**config.mk**
```make
export PLATFORM = sky130hd
export DESIGN_NAME = video_capture
export DESIGN_NICKNAME = d
export VERILOG_FILES = /design/src/rtl/video_capture_pkg.sv /design/src/rtl/video_color_decode.sv /design/src/rtl/video_capture.sv
export SDC_FILE = /design/constraint.sdc
export NUM_CORES = 1
export LEC_CHECK = 0
export BUFFER_PORTS_ARGS = -buffer_cell sky130_fd_sc_hd__buf_2
export CORE_MARGIN = 2
export CORE_UTILIZATION = 55
export CTS_BUF_LIST = sky130_fd_sc_hd__clkbuf_4 sky130_fd_sc_hd__clkbuf_8
export DETAILED_ROUTE_END_ITERATION = 7
export PLACE_DENSITY = 0.86
export SLEW_MARGIN = 20
export SYNTH_ARGS = -nofsm -noshare
export SYNTH_HDL_FRONTEND = slang
export SYNTH_SLANG_ARGS = --single-unit
```
**constraint.sdc**
```tcl
create_clock -name clk -period 5 [get_ports clk]
set_input_delay 1.25 -clock clk [delete_from_list [all_inputs] [get_ports clk]]
set_output_delay 1.25 -clock clk [all_outputs]
set_load 0.005 [all_outputs]
```
**src/rtl/video_capture_pkg.sv**
```systemverilog
// video_capture_pkg: shared types and constants for the capture path.
// Colour field layout, stage-1 bundle and capture FSM encoding.
package video_capture_pkg;

  typedef enum logic {
    IDLE    = 1'b0,
    CAPTURE = 1'b1
  } cap_state_t;

  localparam int COLOR_W = 36;
  localparam int FIELD_W = 12;
  localparam int C0_MSB  = 35;
  localparam int C2_MSB  = 23;
  localparam int C1_MSB  = 11;

  typedef struct packed {
    logic               en;
    logic               de;
    logic               hs_n;
    logic               vs_n;
    logic [COLOR_W-1:0] color;
  } vid_s1_t;

  function automatic logic field_mixed(
    input logic [FIELD_W-1:0] f
  );
    return !((&f) || !(|f));
  endfunction

endpackage

```
**src/rtl/video_color_decode.sv**
```systemverilog
// video_color_decode: 36-bit replicated colour back to VRAM_BPP bits.
// Takes each field's MSB and flags any field that is not all-0/all-1.
module video_color_decode
  import video_capture_pkg::*;
#(
  parameter int VRAM_BPP = 3
) (
  input  logic [COLOR_W-1:0]  color,
  output logic [VRAM_BPP-1:0] data,
  output logic                mixed
);

  logic [FIELD_W-1:0] f0;
  logic [FIELD_W-1:0] f1;
  logic [FIELD_W-1:0] f2;

  assign f0 = color[C0_MSB -: FIELD_W];
  assign f2 = color[C2_MSB -: FIELD_W];
  assign f1 = color[C1_MSB -: FIELD_W];

  assign data = VRAM_BPP'({
    f2[FIELD_W-1],
    f1[FIELD_W-1],
    f0[FIELD_W-1]
  });

  assign mixed = field_mixed(f0)
               | field_mixed(f1)
               | field_mixed(f2);

endmodule

```
**src/rtl/video_capture.sv**
```systemverilog
// video_capture: DE/sync/colour stream into a framebuffer write port.
// Two-stage sampling, sync edge detect, raster counters and capture FSM.
module video_capture
  import video_capture_pkg::*;
#(
  parameter int WIDTH    = 640,
  parameter int HEIGHT   = 480,
  parameter int VRAM_BPP = 3,
  parameter int ADDR_W   = 19
) (
  input  logic                clk,
  input  logic                resetn,
  input  logic                enable,
  input  logic                video_de,
  input  logic                video_hsyncn,
  input  logic                video_vsyncn,
  input  logic [COLOR_W-1:0]  video_color,
  output logic                wr_en,
  output logic [ADDR_W-1:0]   wr_addr,
  output logic [VRAM_BPP-1:0] wr_data,
  output logic                frame_start,
  output logic                frame_done,
  output logic                line_err,
  output logic                pix_err,
  output logic                locked
);

  localparam int XW = $clog2(WIDTH + 1);
  localparam int YW = $clog2(HEIGHT + 1);
  localparam int CW = $clog2(WIDTH + 2);

  localparam logic [XW-1:0] X_END = XW'(WIDTH);
  localparam logic [YW-1:0] Y_END = YW'(HEIGHT);
  localparam logic [CW-1:0] C_LINE = CW'(WIDTH);
  localparam logic [CW-1:0] C_MAX = CW'(WIDTH + 1);
  localparam logic [ADDR_W-1:0] A_STEP = ADDR_W'(WIDTH);

  vid_s1_t s1;
  logic    s2_hs_n;
  logic    s2_vs_n;

  logic [VRAM_BPP-1:0] dec_data;
  logic                dec_mixed;

  cap_state_t state;
  cap_state_t state_d;

  logic [XW-1:0]     x;
  logic [XW-1:0]     x_d;
  logic [YW-1:0]     y;
  logic [YW-1:0]     y_d;
  logic [YW-1:0]     y_fin;
  logic [CW-1:0]     cnt;
  logic [CW-1:0]     cnt_d;
  logic [ADDR_W-1:0] base;
  logic [ADDR_W-1:0] base_d;
  logic              bad;
  logic              bad_d;

  logic                wr_en_d;
  logic [ADDR_W-1:0]   wr_addr_d;
  logic [VRAM_BPP-1:0] wr_data_d;
  logic                fs_d;
  logic                fd_d;
  logic                le_d;
  logic                pe_d;
  logic                locked_d;

  logic vs_edge;
  logic hs_edge;
  logic active;

  video_color_decode #(
    .VRAM_BPP (VRAM_BPP)
  ) u_dec (
    .color (s1.color),
    .data  (dec_data),
    .mixed (dec_mixed)
  );

  assign vs_edge = !s1.vs_n && s2_vs_n;
  assign hs_edge = !s1.hs_n && s2_hs_n;

  // A line still open at frame close counts toward the line total.
  assign y_fin = (cnt != '0 && y != Y_END)
               ? y + YW'(1) : y;

  // Input sampling and the delayed sync copy used for edge detection.
  always_ff @(posedge clk or negedge resetn) begin
    if (!resetn) begin
      s1      <= '0;
      s2_hs_n <= 1'b0;
      s2_vs_n <= 1'b0;
    end else begin
      s1.en    <= enable;
      s1.de    <= video_de;
      s1.hs_n  <= video_hsyncn;
      s1.vs_n  <= video_vsyncn;
      s1.color <= video_color;
      s2_hs_n  <= s1.hs_n;
      s2_vs_n  <= s1.vs_n;
    end
  end

  // Next state, counters and strobes; vsync, then hsync, then pixel.
  always_comb begin
    state_d   = state;
    x_d       = x;
    y_d       = y;
    cnt_d     = cnt;
    base_d    = base;
    bad_d     = bad;
    wr_en_d   = 1'b0;
    wr_addr_d = wr_addr;
    wr_data_d = wr_data;
    fs_d      = 1'b0;
    fd_d      = 1'b0;
    le_d      = 1'b0;
    pe_d      = 1'b0;
    locked_d  = locked;
    active    = (state == CAPTURE);

    if (vs_edge) begin
      if (active) begin
        fd_d     = 1'b1;
        locked_d = (y_fin == Y_END) && !bad;
      end
      if (s1.en) begin
        state_d = CAPTURE;
        active  = 1'b1;
        fs_d    = 1'b1;
        x_d     = '0;
        y_d     = '0;
        cnt_d   = '0;
        base_d  = '0;
        bad_d   = 1'b0;
      end else begin
        state_d = IDLE;
        active  = 1'b0;
      end
    end

    if (active && hs_edge && cnt_d != '0) begin
      if (cnt_d != C_LINE) begin
        le_d  = 1'b1;
        bad_d = 1'b1;
      end
      if (y_d != Y_END) begin
        y_d    = y_d + YW'(1);
        base_d = base_d + A_STEP;
      end
      x_d   = '0;
      cnt_d = '0;
    end

    if (active && s1.de) begin
      if (x_d != X_END && y_d != Y_END) begin
        wr_en_d   = 1'b1;
        wr_addr_d = base_d + ADDR_W'(x_d);
        wr_data_d = dec_data;
        pe_d      = dec_mixed;
        if (dec_mixed) begin
          bad_d = 1'b1;
        end
      end else begin
        bad_d = 1'b1;
      end
      if (x_d != X_END) begin
        x_d = x_d + XW'(1);
      end
      if (cnt_d != C_MAX) begin
        cnt_d = cnt_d + CW'(1);
      end
    end
  end

  // Capture FSM state register.
  always_ff @(posedge clk or negedge resetn) begin
    if (!resetn) begin
      state <= IDLE;
    end else begin
      state <= state_d;
    end
  end

  // Raster position, line base and frame health.
  always_ff @(posedge clk or negedge resetn) begin
    if (!resetn) begin
      x    <= '0;
      y    <= '0;
      cnt  <= '0;
      base <= '0;
      bad  <= 1'b0;
    end else begin
      x    <= x_d;
      y    <= y_d;
      cnt  <= cnt_d;
      base <= base_d;
      bad  <= bad_d;
    end
  end

  // Registered write port and status strobes.
  always_ff @(posedge clk or negedge resetn) begin
    if (!resetn) begin
      wr_en       <= 1'b0;
      wr_addr     <= '0;
      wr_data     <= '0;
      frame_start <= 1'b0;
      frame_done  <= 1'b0;
      line_err    <= 1'b0;
      pix_err     <= 1'b0;
      locked      <= 1'b0;
    end else begin
      wr_en       <= wr_en_d;
      wr_addr     <= wr_addr_d;
      wr_data     <= wr_data_d;
      frame_start <= fs_d;
      frame_done  <= fd_d;
      line_err    <= le_d;
      pix_err     <= pe_d;
      locked      <= locked_d;
    end
  end

endmodule

```
# --- Word level (Yosys, flattened, before mapping) ---
# Index checks and enable logic that the tools add are counted.
totals:
  regBits: 120
  input_bits: 42
classes:
  n_addsub: 6
  n_eq_ne: 7
  mux: 37
  n_bitwise: 2
  n_reduce_logical: 30
op_table:
  columns: ["operator", "n"]
  rows:
  - ["$mux 10", 10]
  - ["$mux 19", 4]
  - ["$mux 9", 5]
  - ["$reduce_and 12->1", 3]
  - ["$reduce_or 12->1", 3]
  - ["$ne 10x10->1 const B", 3]
  - ["$ne 9x9->1 const B", 3]
  - ["$add 10x1->10 const B", 2]
  - ["$reduce_bool 10->1", 2]
  - ["$add 19x10->19", 1]
  - ["$add 19x10->19 const B", 1]
  - ["$add 9x1->9 const B", 2]
  - ["$mux 1", 18]
  - ["$eq 9x9->1 const B", 1]
  - ["$logic_not 1->1", 9]
  - ["$logic_and 1x1->1", 8]
  - ["$reduce_and 2->1", 2]
  - ["$logic_or 1x1->1", 3]
  - ["$or 1x1->1", 2]

# --- Depth between registers and ports, before layout ---
logic_depth:
  depth_word: 10
  ltp_mapped: 17
  mapped_depth_nobuf: 16

# --- By module ---
# Synthesis repeated with hierarchy kept, for this count alone.
hier_totals:
  cells_unflattened: 521
  hier_area_um2: 5790.6
modules_own_cells:
  columns: ["mod", "n_inst", "cells_per_inst", "area_each_um2"]
  rows:
  - ["video_capture", 1, 493, 5602.9]
  - ["video_color_decode", 1, 28, 187.7]

# --- Worst setup path before layout ---
# Ideal clock, no wire load.
synth_path:
  path_kind: "flip-flop to flip-flop"
  from: "register cnt[2]"
  to: "register wr_addr[16]"
  arrival_time_ps: 3696
  t_required_ps: 4864
  path_slack_ps: 1167
  path_stages_with_launch: 18
  synth_period_minus_slack_ps: 3833
  path_cell_list: "dfrtp_1 -> nor4_1 -> nand3_1 -> a21oi_1 -> clkbuf_1 -> nand2_1 -> inv_1 -> ha_1 -> inv_1 -> fa_1 -> nor2b_1 -> o2111ai_1 -> a31oi_1 -> a311o_1 -> nand3_1 -> nor3_1 -> xnor2_1 -> a21oi_1"
synth_between:
  elab_chain_len: 8
  word_cells_on_any_way: 12
  classes_between: "add/sub (1); eq/ne (2); mux (5); reduce/logical (4)"
synth_lines:
  columns: ["item", "line", "rtl"]
  rows:
  - ["start, declared", "video_capture.sv:53", "logic [CW-1:0] cnt;"]
  - ["start signal, assigned", "video_capture.sv:197", "cnt <= cnt_d;"]
  - ["$mux 10", "video_capture.sv:128", "if (s1.en) begin"]
  - ["$mux 10 (*)", "video_capture.sv:123", "if (vs_edge) begin"]
  - ["$reduce_bool 10->1 (*)", "video_capture.sv:143", "if (active && hs_edge && cnt_d != '0) begin"]
  - ["$logic_and 1x1->1 (*)", "video_capture.sv:143", null]
  - ["parallel branches: the longest is 4 deep, another holds $add 19x10->19", null, null]
  - ["end signal, assigned", "video_capture.sv:216", "wr_addr <= wr_addr_d;"]
  - ["end, declared", "video_capture.sv:19", "output logic [ADDR_W-1:0] wr_addr,"]
# Every way passes the cells marked *.
# A chain may end at the register's enable or synchronous reset.

# --- Worst setup path in the final report ---
layout_path:
  from: "register cnt[2]"
  to: "register wr_addr[18]"
# The elaborated chain is that of the path after synthesis.

==> results.md <==
* Status: finished clean
* Synth Flop Type: dfrtp_1
* Count of cell types in the netlist at 48
* Worst setup EP type: register
* Initial Utilization at ~57%
* Final setup violation count at 0
* Critical path type: register to register
* Drt drc at 0
* Worst-Margin Slew at slightly above 0.8 ns
* Post-Route WL at between 10 and 15 mm
* Nets at 662
* Slew HR at between 40% and 50%
* Setup total negative slack at 0 ns
* Fin. Hold Viols at 0
* WP data required at 5.31 ns
* Critical Path Max Stage Delay at roughly 0.47 ns
* Post-cts repair resize count at 0
* Maxcap violations at 0
* Die height at 104.5 um
* Vias in the first global route at between 4000 and 5000
* Total vias in the final route at ~4300
* Xor/xnor share of the synthesized area at roughly 6.9%
* Met3 routed WL at between 500 and 600 um
* Ratio of cells with drive above 1 in the final layout at between 20% and 30%
* Worst setup SP type: register
* I/O pin cnt at 70
* Met2 routed WL at ~6 mm
* Die width at between 100 and 150 um
* Leak Pwr at 3.058 nW
* Area of the mapped netlist at between 5000 and 6000 um2
* Metal-1 WL at around 5.0 mm
* Clk_lat worst skew at about 0.44 ns
* Commonest cells after routing, fill and taps aside: dfrtp_1 (120), buf_2 (68), nand2_1 (44), nor2_1 (37), xnor2_1 (27)
* Register area share after synthesis at between 50% and 60%
* IO Port Bufs at 69
* Post-synth EDFFs at 0
* Synth Area in Compound Gates at under 10%
* Mapped Cells at 522
* CTS tree: done
* Cts hold-fix bufs at 0
* Max Clk Rate at roughly 0.23 GHz
* GP Congestion at 0.8966
* Vias per cell at about 5.7
* Drt wl/cell at 16.00 um
* Clock Path Buffers at 2
* Placed wire-length estimate at about 8.2 mm
* VDD IR max at between 0.2 and 0.3 mV
* First-pass GRT wire length at between 15 and 20 mm
* Worst EP arrival at 4.61 ns
* # rows at 36
* Net count after synthesis at between 500 and 600
* Fill cell count at roughly 700
* Largest net degree at the start of global routing at 52
* H-tree depth at 4
* Unrepaired setup endpoints after global routing: no
* Antenna violations before repair at 0
* Largest family of logic cells by synthesized area: simple AND/OR/NAND/NOR gates
* Crit-path cells: nor4_1 > nand3_1 > a21oi_1 > buf_4 > nand2_1 > inv_1 > ha_1 > inv_1 > fa_1 > nor2b_1 > o2111ai_1 > a31oi_1 > a311o_1 > nand4_1 > nor4_1 > xnor2_1 > a21oi_1
* Clock Skew at roughly 0.020 ns
* #FFs+latches synth at between 100 and 150
* Yosys warnings at 0
* P&R area growth vs syn at 16.39%
* Synth Area in Adders at approximately 4.6%
* Max-slew violations at 0
* Commonest non-fill, non-tap cell in the layout: dfrtp_1
* Slowest stage cell, crit path: nor4_1
* Top sig layer: met4
* Clk sink count at 120
* Grt ovf at 0
* Area of the core at ~9800 um2
* CP max FO at 14
* Power per standard cell area at 395.6 nW/um2
* Post-CTS Setup Bufs at 0
* Final Core Density at around 66%
* Total Die Area at between 10000 and 15000 um2
* Post-Synth Simple-Gate Area at ~20%
* Asr flop ratio synth at 100.0%
* Initial DRC count at approximately 250
* Final period util at roughly 86%
* Tot GR Track Use at between 20 and 25%
* Antenna-violating nets left at 0
* CTS Root Cell: clkbuf_8
* Pre-Repair DR Iteration Count at 5
* # diodes at 0
* Avg Cell Area, Syn at 10.65 um2
* Period minus WS final at approximately 4.3 ns
* Hold crit path type: register to register
* Num CTS Buffers at 17
* CTS clock-pin slew for the worst setup and hold paths at 0.07 ns
* Mux cell area share after synthesis at around 4.5%
==> cell families after synthesis <==
kind of cell | count (synthesis)
AND/OR/NAND/NOR | 213
flip-flops | 120
AO/OA/AOI/OAI | 62
XOR/XNOR | 44
buffers and inverters | 40
multiplexers | 23
adder cells (fa/ha/maj) | 20
==> synth_stat cells (2+ instances only) <==
cell | instances | area [um2]
nand3_1 | 21 | 105.1
nand2b_1 | 2 | 12.51
a21oi_1 | 22 | 110.1
nor3_1 | 17 | 85.08
a31oi_1 | 7 | 43.79
xor2_1 | 17 | 148.9
and4_1 | 2 | 17.52
mux2i_1 | 7 | 70.07
or4_1 | 5 | 37.54
nand4_1 | 21 | 131.4
a31o_2 | 2 | 17.52
o31a_1 | 3 | 26.28
clkbuf_1 | 11 | 41.29
dfrtp_1 | 120 | 3003
inv_1 | 25 | 93.84
o21ai_0 | 11 | 55.05
o2111ai_1 | 3 | 26.28
xnor2_1 | 27 | 236.5
nor4b_1 | 2 | 17.52
nor2b_1 | 2 | 12.51
ha_1 | 19 | 237.7
buf_1 | 2 | 7.510
nor4_1 | 20 | 125.1
o211ai_1 | 2 | 15.01
buf_2 | 2 | 10.01
a41oi_1 | 2 | 17.52
o31ai_1 | 3 | 22.52
or2_2 | 2 | 12.51
and2_1 | 22 | 137.6
nand3b_1 | 2 | 15.01
or3_1 | 4 | 25.02
nor2_1 | 37 | 138.9
nand2_1 | 44 | 165.2
and3_1 | 5 | 31.28
mux2_2 | 16 | 180.2
==> final timing paths <==
check	from	end	slack, ns	cells after the start
min	s1[37]	s2_hs_n	0.40	0
max	cnt[2]	wr_addr[18]	0.70	17
min in group asynchronous	resetn	cnt[8]	0.76	1
max in group asynchronous	resetn	wr_addr[17]	3.25	2
min reg2reg	s1[37]	s2_hs_n	0.40	0
max reg2reg	cnt[2]	wr_addr[18]	0.70	17
==> state kept, by name, indices dropped and copies added, names as in the netlist <==
register	cells
s2_vs_n	1
wr_en	1
y	9
x	10
base	19
s2_hs_n	1
pix_err	1
cnt	10
s1	40
line_err	1
state	1
locked	1
wr_data	3
bad	1
frame_done	1
wr_addr	19
frame_start	1
==> per-layer routing <==
layer,global-route usage (%),vias to the layer above
met2,38.10,119
met1,27.89,2102
met4,11.00,0
li1,-,2006
met3,6.363,27
met5,0,-
==> through the flow <==
step | hold slack [ns] | setup slack (ns) | cell area [um2] | cells | power [mW]
floorplan | 0.3691 | 1.167 | 5559 | 522 | 1.467
global placement | 0.3726 | 0.9954 | 6052 | 714 | 1.617
detailed placement | 0.3785 | 0.8102 | 6052 | 714 | 1.653
CTS | 0.3999 | 0.7751 | 6470 | 745 | 2.571
global route | 0.4205 | 0.3273 | 6470 | 745 | 2.687
finish | 0.4020 | 0.7007 | 6470 | 745 | 2.560
==> area by class of cell <==
type | count | area, um2 | share of cell area, %
clock buffer | 18 | 247.7 | 3.829
timing repair buffer | 74 | 385.4 | 5.956
clock inverter | 13 | 170.2 | 2.630
sequential | 120 | 3003 | 46.41
tap | 133 | 166.4 | 2.572
multi-input combinational | 362 | 2404 | 37.15
inverter | 25 | 93.84 | 1.450
==> report_power, final <==
group          internal [mW]  switching (mW)
clock                  0.509           0.406
sequential              1.08          0.0734
combinational          0.197           0.294
total                   1.79           0.773
==> worst max-delay path, delay by kind of cell (launching register included) <==
family,cells,cell delay [ns]
AOI/OAI and AO/OA,5,1.08
adders and majority gates,2,0.58
buffers and inverters,3,0.39
and+or+nand+nor,6,1.55
xor gates and xnor gates,1,0.18
DFF,1,0.42
No activity file was read; power rests on OpenSTA's default activity.
